[src/rtl/sd_block_reader.sv]
// sd_block_reader
// SPI-mode SD block-read sequencer. Issues CMD17 (single block) or CMD18 +
// CMD12 (multi block) through a byte-level SPI engine. Received data bytes
// are written into a slotted block buffer, and the consumer frees the slots.
module sd_block_reader #(
   parameter int BLOCK_BYTES   = 512,
   parameter int BUF_SLOTS     = 2,
   parameter int BUF_AW        = 10,
   parameter int CNT_W         = 16,
   parameter int BLOCK_ADDR    = 1,
   parameter int NCR_MAX       = 8,
   parameter int TOKEN_TIMEOUT = 4096,
   localparam int SLOT_W       = (BUF_SLOTS > 1) ? $clog2(BUF_SLOTS) : 1
) (
   input  logic              CLK,
   input  logic              RST,
   input  logic              req,
   input  logic [31:0]       req_addr,
   input  logic [CNT_W-1:0]  req_count,
   output logic              busy,
   output logic              done,
   output logic              err,
   output logic [2:0]        err_code,
   output logic              xfer_start,
   output logic [7:0]        xfer_tx,
   input  logic              xfer_done,
   input  logic [7:0]        xfer_rx,
   output logic              cs_n,
   output logic              buf_we,
   output logic [BUF_AW-1:0] buf_waddr,
   output logic [7:0]        buf_wdata,
   output logic              blk_valid,
   output logic [SLOT_W-1:0] blk_slot,
   input  logic              blk_release
);

   localparam int IDX_W  = (BLOCK_BYTES > 8) ? $clog2(BLOCK_BYTES) : 3;
   localparam int POLL_N = (TOKEN_TIMEOUT > NCR_MAX) ? TOKEN_TIMEOUT : NCR_MAX;
   localparam int POLL_W = $clog2(POLL_N + 1);
   localparam int USED_W = $clog2(BUF_SLOTS + 1);

   localparam logic [IDX_W-1:0]  LAST_IDX  = IDX_W'(BLOCK_BYTES - 1);
   localparam logic [IDX_W-1:0]  CMD_LAST  = IDX_W'(5);
   localparam logic [POLL_W-1:0] NCR_LAST  = POLL_W'(NCR_MAX - 1);
   localparam logic [POLL_W-1:0] TOK_LAST  = POLL_W'(TOKEN_TIMEOUT - 1);
   localparam logic [SLOT_W-1:0] SLOT_LAST = SLOT_W'(BUF_SLOTS - 1);
   localparam logic [USED_W-1:0] SLOTS_N   = USED_W'(BUF_SLOTS);

   localparam logic [3:0] S_IDLE     = 4'd0;
   localparam logic [3:0] S_PRE      = 4'd1;
   localparam logic [3:0] S_CMD      = 4'd2;
   localparam logic [3:0] S_R1       = 4'd3;
   localparam logic [3:0] S_WAITSLOT = 4'd4;
   localparam logic [3:0] S_TOKEN    = 4'd5;
   localparam logic [3:0] S_DATA     = 4'd6;
   localparam logic [3:0] S_CRC      = 4'd7;
   localparam logic [3:0] S_NEXT     = 4'd8;
   localparam logic [3:0] S_STOP     = 4'd9;
   localparam logic [3:0] S_STUFF    = 4'd10;
   localparam logic [3:0] S_STOP_R1  = 4'd11;
   localparam logic [3:0] S_BUSY     = 4'd12;
   localparam logic [3:0] S_FIN      = 4'd13;

   logic [3:0]        state_reg;
   logic              pend_reg;
   logic              xfer_start_reg;
   logic [7:0]        xfer_tx_reg;
   logic              cs_n_reg;
   logic              done_reg;
   logic              err_reg;
   logic [2:0]        err_code_reg;
   logic              blk_valid_reg;
   logic [SLOT_W-1:0] blk_slot_reg;
   logic [SLOT_W-1:0] wr_slot_reg;
   logic [USED_W-1:0] used_reg;
   logic [IDX_W-1:0]  idx_reg;
   logic [POLL_W-1:0] poll_reg;
   logic [31:0]       addr_reg;
   logic [CNT_W-1:0]  remain_reg;
   logic              multi_reg;

   logic [31:0]       cmd_arg;
   logic [7:0]        arg_byte [4];
   logic [7:0]        tx_byte;

   // SDSC cards take a byte address; the product is deliberately truncated to 32 bits
   assign cmd_arg = (BLOCK_ADDR != 0) ? addr_reg : addr_reg * 32'(BLOCK_BYTES);

   for (genvar gi = 0; gi < 4; gi++) begin : g_arg
      assign arg_byte[gi] = cmd_arg[31 - 8*gi -: 8];
   end

   // Byte to transmit for the exchange about to be issued; polls send 0xFF
   always_comb begin
      tx_byte = 8'hFF;
      case (state_reg)
         S_CMD: begin
            case (idx_reg)
               IDX_W'(0): tx_byte = multi_reg ? 8'h52 : 8'h51;
               IDX_W'(1): tx_byte = arg_byte[0];
               IDX_W'(2): tx_byte = arg_byte[1];
               IDX_W'(3): tx_byte = arg_byte[2];
               IDX_W'(4): tx_byte = arg_byte[3];
               default:   tx_byte = 8'hFF;
            endcase
         end
         S_STOP: begin
            if (idx_reg == IDX_W'(0))
               tx_byte = 8'h4C;
            else if (idx_reg == CMD_LAST)
               tx_byte = 8'hFF;
            else
               tx_byte = 8'h00;
         end
         default: tx_byte = 8'hFF;
      endcase
   end

   // Sequencer: one outstanding byte exchange at a time, the reply is handled on xfer_done
   always_ff @(posedge CLK) begin
      if (RST) begin
         state_reg      <= S_IDLE;
         pend_reg       <= 1'b0;
         xfer_start_reg <= 1'b0;
         xfer_tx_reg    <= 8'hFF;
         cs_n_reg       <= 1'b1;
         done_reg       <= 1'b0;
         err_reg        <= 1'b0;
         err_code_reg   <= 3'd0;
         blk_valid_reg  <= 1'b0;
         blk_slot_reg   <= '0;
         wr_slot_reg    <= '0;
         idx_reg        <= '0;
         poll_reg       <= '0;
         addr_reg       <= '0;
         remain_reg     <= '0;
         multi_reg      <= 1'b0;
      end else begin
         xfer_start_reg <= 1'b0;
         done_reg       <= 1'b0;
         err_reg        <= 1'b0;
         blk_valid_reg  <= 1'b0;
         case (state_reg)
            S_IDLE: begin
               if (req) begin
                  if (req_count == '0) begin
                     err_reg      <= 1'b1;
                     err_code_reg <= 3'd5;
                  end else begin
                     addr_reg     <= req_addr;
                     remain_reg   <= req_count;
                     multi_reg    <= (req_count != CNT_W'(1));
                     err_code_reg <= 3'd0;
                     cs_n_reg     <= 1'b0;
                     state_reg    <= S_PRE;
                  end
               end
            end
            S_WAITSLOT: begin
               if (used_reg < SLOTS_N) begin
                  state_reg <= S_TOKEN;
                  poll_reg  <= '0;
               end
            end
            S_NEXT: begin
               idx_reg <= '0;
               if (remain_reg != '0)
                  state_reg <= S_WAITSLOT;
               else if (multi_reg)
                  state_reg <= S_STOP;
               else
                  state_reg <= S_FIN;
            end
            default: begin
               if (!pend_reg) begin
                  pend_reg       <= 1'b1;
                  xfer_start_reg <= 1'b1;
                  xfer_tx_reg    <= tx_byte;
               end else if (xfer_done) begin
                  pend_reg <= 1'b0;
                  case (state_reg)
                     S_PRE: begin
                        state_reg <= S_CMD;
                        idx_reg   <= '0;
                     end
                     S_CMD: begin
                        if (idx_reg == CMD_LAST) begin
                           state_reg <= S_R1;
                           poll_reg  <= '0;
                        end else begin
                           idx_reg <= idx_reg + IDX_W'(1);
                        end
                     end
                     S_R1, S_STOP_R1: begin
                        if (!xfer_rx[7]) begin
                           if (xfer_rx == 8'h00) begin
                              state_reg <= (state_reg == S_R1) ? S_WAITSLOT : S_BUSY;
                              poll_reg  <= '0;
                           end else begin
                              state_reg <= S_IDLE; cs_n_reg <= 1'b1; err_reg <= 1'b1; err_code_reg <= 3'd2;
                           end
                        end else if (poll_reg == NCR_LAST) begin
                           state_reg <= S_IDLE; cs_n_reg <= 1'b1; err_reg <= 1'b1; err_code_reg <= 3'd1;
                        end else begin
                           poll_reg <= poll_reg + POLL_W'(1);
                        end
                     end
                     S_TOKEN: begin
                        if (xfer_rx == 8'hFE) begin
                           state_reg <= S_DATA;
                           idx_reg   <= '0;
                        end else if (xfer_rx[7:4] == 4'h0) begin
                           state_reg <= S_IDLE; cs_n_reg <= 1'b1; err_reg <= 1'b1; err_code_reg <= 3'd4;
                        end else if (poll_reg == TOK_LAST) begin
                           state_reg <= S_IDLE; cs_n_reg <= 1'b1; err_reg <= 1'b1; err_code_reg <= 3'd3;
                        end else begin
                           poll_reg <= poll_reg + POLL_W'(1);
                        end
                     end
                     S_DATA: begin
                        if (idx_reg == LAST_IDX) begin
                           state_reg <= S_CRC;
                           idx_reg   <= '0;
                        end else begin
                           idx_reg <= idx_reg + IDX_W'(1);
                        end
                     end
                     S_CRC: begin
                        if (idx_reg == IDX_W'(1)) begin
                           blk_valid_reg <= 1'b1;
                           blk_slot_reg  <= wr_slot_reg;
                           wr_slot_reg   <= (wr_slot_reg == SLOT_LAST) ? '0 : wr_slot_reg + SLOT_W'(1);
                           remain_reg    <= remain_reg - CNT_W'(1);
                           state_reg     <= S_NEXT;
                        end else begin
                           idx_reg <= idx_reg + IDX_W'(1);
                        end
                     end
                     S_STOP: begin
                        if (idx_reg == CMD_LAST)
                           state_reg <= S_STUFF;
                        else
                           idx_reg <= idx_reg + IDX_W'(1);
                     end
                     S_STUFF: begin
                        state_reg <= S_STOP_R1;
                        poll_reg  <= '0;
                     end
                     S_BUSY: begin
                        if (xfer_rx != 8'h00) begin
                           state_reg <= S_FIN;
                        end else if (poll_reg == TOK_LAST) begin
                           state_reg <= S_IDLE; cs_n_reg <= 1'b1; err_reg <= 1'b1; err_code_reg <= 3'd3;
                        end else begin
                           poll_reg <= poll_reg + POLL_W'(1);
                        end
                     end
                     S_FIN: begin
                        state_reg <= S_IDLE;
                        cs_n_reg  <= 1'b1;
                        done_reg  <= 1'b1;
                     end
                     default: state_reg <= S_IDLE;
                  endcase
               end
            end
         endcase
      end
   end

   // Used-slot count: a completed block and a release in the same cycle cancel out
   always_ff @(posedge CLK) begin
      if (RST)
         used_reg <= '0;
      else if (blk_valid_reg && !blk_release)
         used_reg <= used_reg + USED_W'(1);
      else if (!blk_valid_reg && blk_release && (used_reg != '0))
         used_reg <= used_reg - USED_W'(1);
   end

   assign busy       = (state_reg != S_IDLE);
   assign done       = done_reg;
   assign err        = err_reg;
   assign err_code   = err_code_reg;
   assign xfer_start = xfer_start_reg;
   assign xfer_tx    = xfer_tx_reg;
   assign cs_n       = cs_n_reg;
   assign buf_we     = (state_reg == S_DATA) && pend_reg && xfer_done;
   assign buf_waddr  = BUF_AW'(wr_slot_reg) * BUF_AW'(BLOCK_BYTES) + BUF_AW'(idx_reg);
   assign buf_wdata  = xfer_rx;
   assign blk_valid  = blk_valid_reg;
   assign blk_slot   = blk_slot_reg;

endmodule
[config.mk]
export PLATFORM = sky130hd
export DESIGN_NAME = sd_block_reader
export DESIGN_NICKNAME = d
export VERILOG_FILES = /design/src/rtl/sd_block_reader.sv
export SDC_FILE = /design/constraint.sdc
export NUM_CORES = 1
export LEC_CHECK = 0
export CAP_MARGIN = 10
export CORE_MARGIN = 2
export CORE_UTILIZATION = 55
export DETAILED_ROUTE_END_ITERATION = 10
export PLACE_DENSITY = 0.87
export SLEW_MARGIN = 20
export SYNTH_ARGS = -nofsm -noshare
export SYNTH_HDL_FRONTEND = slang
export SYNTH_SLANG_ARGS = --single-unit
export TNS_END_PERCENT = 30
[constraint.sdc]
create_clock -name CLK -period 7 [get_ports CLK]
set_input_delay 1.4 -clock CLK [delete_from_list [all_inputs] [get_ports CLK]]
set_output_delay 1.4 -clock CLK [all_outputs]
set_load 0.02 [all_outputs]
==> results of run 1 <==
[area by class of cell]
class | count | area, um2 | area share (%)
clock inverters | 6 | 138 | 2.05
flip-flops and latches | 96 | 1920 | 28.6
well taps | 133 | 166 | 2.48
inverters | 13 | 48.8 | 0.726
multi-input cells | 560 | 3310 | 49.3
repair buffers | 103 | 1010 | 15.0
clock buffers | 9 | 124 | 1.84
[power breakdown]
group,internal (mW),switching (mW),leakage (nW)
logic,0.351,0.550,1.47
clock network,0.274,0.204,0.130
registers,0.639,0.0790,0.783
total,1.26,0.833,2.39
[worst reg2reg max path: stages, from the launching register on]
cell and delay [ns]:
dfxtp_1 0.36, inv_1 0.12, ha_1 0.18, or4b_4 0.50, nor4_1 0.84, o2bb2ai_1 0.38, buf_4 0.31, o21ai_0 0.12
a21oi_1 0.20, nor2_1 0.06
[metrics by stage]
step	utilization, %	instances	cell area (um2)
after CTS	68.6	920	6710
after floorplan	-	727	5530
final	68.8	920	6720
after global placement	66.0	905	6450
after detailed placement	66.0	905	6450
after global routing	68.8	920	6720
[worst max path at each step]
stage / startpoint / depth (start not counted) / slack [ns] / to
4_1_cts: xfer_done / 4 / 2.57 / buf_we
2_1_floorplan: xfer_rx[1] / 7 / 3.36 / poll_reg[9]
6_report: xfer_done / 4 / 2.55 / buf_we
3_5_place_dp: req_count[1] / 7 / 2.39 / remain_reg[2]
3_3_place_gp: req_count[1] / 7 / 2.59 / remain_reg[2]
5_1_grt: xfer_done / 4 / 2.50 / buf_we
[placed cells by master, fill, tap and decap left out, drive strengths merged, types with 8 or more instances in the layout]
cell / count
clkdlybuf4s50: 96
a22oi: 20
and2: 8
nor2b: 15
or4: 11
a21oi: 73
nor3: 19
and3: 13
nor2: 50
nor4: 14
clkbuf: 9
o21ai: 51
o211ai: 9
dfxtp: 96
inv: 15
nand2: 114
nand3: 20
[cells by family after synthesis]
group / after synthesis / synth area share [%]
buffers and inverters: 71 / 5.73
and+or+nand+nor: 314 / 29.2
AOI/OAI and AO/OA: 231 / 27.4
DFF: 96 / 34.8
xor gates and xnor gates: 3 / 0.475
muxes: 5 / 0.905
adders and majority gates: 7 / 1.58
[metal layers]
metal | part of all wire, % | track usage (%) | up-vias
li1 | - | - | 2772
met1 | 43 | 38.1 | 2726
met2 | 49 | 48.7 | 257
met3 | 6.9 | 4.70 | 23
met4 | 1.3 | 6.95 | 0
met5 | 0 | 0 | -
==> impl_metrics.tcl, run 1 <==
set metrics [dict create \
    fill_cells 845 \
    finalSetupViolations 0 \
    critical_path_buf_inv_count 2 \
    fin_crit_ns 4.45 \
    grt_max_degree 89 \
    worstSetupPathType "input port to primary output" \
    min_from "addr_reg[13]" \
    place_ws_ns 2.39 \
    finalHoldViolCount 0 \
    htree_levels 3 \
    slowest_delay_ns 0.67 \
    dieArea_mm2 0.0109 \
    io-pin-count 98 \
    ys_seq_area_share_pct 34.8 \
    drt_iter0_markers 549 \
    yosys.area.top_type "dfxtp_1" \
    insertedDiodeCount 0 \
    run_status "finished clean" \
    fp.dieW_um 104 \
    largest_register_ffs 32 \
    area_delta_synth_final_pct 21.5 \
    dr.pass1.iters 7 \
    ant_nets 0 \
    critical_path.top_delay_family "buffers and inverters" \
    drive_gt1_share_pct 5.59 \
    crit_chain "clkdlybuf4s50_1 > nand2_1 > nor4_1 > clkdlybuf4s50_1" \
    final_nets 851 \
    post-cts-setup-buffer-count 0 \
    path_clk_slew_ns 0.10 \
    p_leak_nw 2.39 \
    yosysMostFrequentCell "nand2_1" \
    slew_headroom_pct 28.5 \
    worstMarginPinSlew_ns 1.07 \
    route.vias.total 5778 \
    pwr_density_cell_mw_per_mm2 312 \
    syn-cell-area_mm2 0.00553 \
    synth-seq-cells 96 \
    synth_top_area_share_pct 34.8 \
    synthTopCellsByArea "dfxtp_1 35%, nand2_1 7.7%, a21oi_1 6.6%, o21ai_0 4.6%, nor2_1 3.4%" \
    path_max_fanout 3 \
    holdBufCountCts 0 \
    crit_top_cell "clkdlybuf4s50_1" \
    portBuffers 97 \
    dp_hpwl_um 11200 \
    wl_per_cell_um 17.4 \
    fin_crit_sh_pct 63.6 \
    grt_pass1_vias 5382 \
    power.total_mw 2.10 \
    grt_usage_pct 28.7 \
    slowest_stage "clkdlybuf4s50_1" \
    synthArstFlopShare_pct 0 \
    clk_latency_ns 0.37 \
    globalplace.congestion 0.934 \
    cts_tree "done" \
    synth_edf_count 0 \
    synth_warnings 0 \
    skew_ns 0.0157 \
    regToRegEndpoint "remain_reg[2]" \
    r2r-start "idx_reg[1]" \
    start_kind "input port" \
    min_to "addr_reg[13]" \
    rsz0062_at_grt "false" \
    synthDistinctLibCells 73 \
    required_ns 5.60 \
    start_util_pct 56.6 \
    rows 36 \
    peakVddDrop_v 0.000173 \
    grt_pass1_wl_um 26100 \
    clock_sinks 96 \
    grt_overflow 0 \
    worstPathArrival_ns 3.05 \
    post_synth.cell_area_avg_um2 7.61 \
    synth_nets 795 \
    core_mm2 0.00977 \
    die_h_um 104 \
    min_path_type "flop to flop" \
    drc 0 \
    cts_root_buf "clkbuf_8" \
    postLayoutSetupSlackWorst_ns 2.55 \
    ys.flop_type "dfxtp_1" \
    antenna_found_initial 0 \
    yosys-top-cells-count "114 x nand2_1, 96 x dfxtp_1, 73 x a21oi_1" \
    hold_slack_ns 0.462 \
    final_max_slew_viol_count 0 \
    drv_cap 0 \
    cts_made_buffers 9 \
    fmax_mhz 225 \
    cts_resized 0 \
    wl_um 16000 \
    min_path_cells 2 \
    clk_path_buf_depth 2 \
    synthCells 727 \
    rrSetupSlack_ns 3.78 \
    endpoint_kind "primary output" \
    reg2reg_depth 9 \
    setup_tns_ns 0 \
    routed_via_density 6.28 \
]
Note: power is estimated with default switching activity, not from simulation.
==> run 2: changes to the inputs <==
Settings changed: CORE_UTILIZATION 55 to 53, PLACE_DENSITY 0.87 to 0.84.
Clock period 7 ns to 4.5 ns, I/O delays scaled along.
==> run 2 against run 1 <==
Against the previous run: non-clock buffer count up 3; sequential power up 59%; via count up 0.42%; worst setup slack worse by 1.6 ns; cell area down 0.99%; utilization down 3.7 points; power up 45%; global-route usage down 0.86 points; combinational power up 52%; critical endpoint is now poll_reg[3]; largest power group unchanged.
==> impl_metrics.tcl, run 2 (synthesis gave the netlist of run 1 again) <==
set metrics [dict create \
    run_status "finished clean" \
    crit_chain "clkdlybuf4s50_1 > nor4_2 > a2111oi_1 > or4_1 > or4_4 > or2_0 > o41ai_1" \
    critical_path_buf_inv_count 1 \
    ant_nets 0 \
    antenna_found_initial 0 \
    combPwrFrac_pct 45.0 \
    layout_common_cells "114 x nand2_1, 96 x dfxtp_1, 96 x clkdlybuf4s50_1, 73 x a21oi_1, 51 x o21ai_0" \
    wl_per_cell_um 17.0 \
    dp_cells 911 \
    core_mm2 0.0102 \
    cts_made_buffers 9 \
    post-cts-setup-buffer-count 0 \
    peakVddDrop_v 0.000290 \
    skew_ns 0.0123 \
    area_delta_synth_final_pct 20.3 \
    grt_pass1_wl_um 26000 \
    cts_tree "done" \
    final_cells 927 \
    portBuffers 97 \
    mostFrequentLayoutCell "nand2_1" \
    worstSetupPathType "input port to flop" \
    worstPathArrival_ns 3.85 \
    grt_max_degree 49 \
    final_max_slew_viol_count 0 \
    final_util_pct 65.0 \
    p_switching_mw 1.29 \
    p_leak_nw 2.36 \
    grt_overflow 0 \
    slew_headroom_pct 34.7 \
    rows 37 \
    slowest_stage "or4_4" \
    grt_pass1_vias 5438 \
    start_kind "input port" \
    drive_gt1_share_pct 5.82 \
    seqPwrFrac_pct 37.4 \
    die_h_um 106 \
    cts_root_buf "clkbuf_8" \
    globalplace.congestion 0.952 \
    rrSetupSlack_ns 1.16 \
    final_nets 854 \
    clk_latency_ns 0.37 \
    p_sw_share_pct 42.4 \
    seq_area_mm2 0.00192 \
    worstMarginPinSlew_ns 0.978 \
    start_util_pct 54.0 \
    clock_sinks 96 \
    cts_resized 0 \
    dp_hpwl_um 11300 \
    endpoint_kind "flop" \
    wl_um 15800 \
    critical_path.top_delay_family "simple AND/OR/NAND/NOR gates" \
    drc 0 \
    required_ns 4.75 \
    min_path_type "flop to flop" \
    finalSetupViolations 0 \
    pwr_density_cell_mw_per_mm2 458 \
    rsz0062_at_grt "false" \
    largest_register_ffs 32 \
    postPlaceCellArea_mm2 0.00647 \
    insertedDiodeCount 0 \
    fin_crit_sh_pct 79.9 \
    multiInputGateArea_mm2 0.00330 \
    fp.dieW_um 106 \
    power_frac_clock_pct 17.5 \
    route.vias.total 5802 \
    clk_path_buf_depth 2 \
    grt_usage_pct 27.9 \
    finalHoldViolCount 0 \
    slowest_delay_ns 0.62 \
    dr.pass1.iters 7 \
    fmax_mhz 278 \
    fin_crit_ns 3.60 \
    setup_tns_ns 0 \
    fill_cells 881 \
    holdBufCountCts 0 \
    drv_cap 0 \
    io-pin-count 98 \
    fin_area_mm2 0.00665 \
    dieArea_mm2 0.0113 \
    htree_levels 3 \
    p_int_mw 1.75 \
    drt_iter0_markers 523 \
    path_clk_slew_ns 0.10 \
    routed_via_density 6.26 \
    path_max_fanout 20 \
]
run 2: changes by cell type in the layout (fill, tap and decap cells not counted), sizes merged:
cell      change
clkbuf        +1
bufinv        -4
clkinv        +2
clkinvlp      +2
buf           +3
run 2: final cells by class:
type                            count  area share, %
Multi-Input combinational cell    560           49.6
Clock inverter                      6          0.790
Sequential cell                    96           28.9
Tap cell                          136           2.56
Clock buffer                       10           1.92
Timing Repair Buffer              106           15.5
Inverter                           13          0.733
run 2: metal layers:
metal	global-route usage (%)	share of wire (%)	vias to the layer above
li1	-	-	2790
met1	37.9	44	2720
met2	43.4	47	255
met3	5.27	6.8	37
met4	11.4	2.4	0
met5	0	0	-
run 2: power by group through the flow:
| stage | sequential (mW) | combinational (mW) | clock (mW) |
|---|---|---|---|
| finish | 1.14 | 1.37 | 0.534 |
| global route | 1.16 | 1.51 | 0.574 |
| CTS | 1.14 | 1.35 | 0.540 |
| detailed placement | 1.16 | 1.35 | 0 |
| global placement | 1.15 | 1.31 | 0 |
| floorplan | 1.13 | 0.954 | 0 |
run 2: worst min-delay path: stages, from the launching register on:
cell and delay [ns]:
dfxtp_1 0.32, nand2_1 0.05, a21oi_1 0.05
run 2: through the flow:
| step | setup slack [ns] | power (mW) | hold WS (ns) |
|---|---|---|---|
| 2_1_floorplan | 1.36 | 2.09 | 0.436 |
| 3_3_place_gp | 0.687 | 2.46 | 0.443 |
| 3_5_place_dp | 0.545 | 2.50 | 0.448 |
| 4_1_cts | 0.921 | 3.03 | 0.460 |
| 5_1_grt | 0.743 | 3.25 | 0.479 |
| 6_report | 0.905 | 3.05 | 0.461 |
run 2: final timing paths:
kind                startpoint           end  cells past startpoint
setup / recovery    xfer_rx[1]   poll_reg[3]                      7
hold / removal    addr_reg[13]  addr_reg[13]                      2
setup reg to reg  state_reg[0]   poll_reg[3]                      6
hold reg to reg   addr_reg[13]  addr_reg[13]                      2
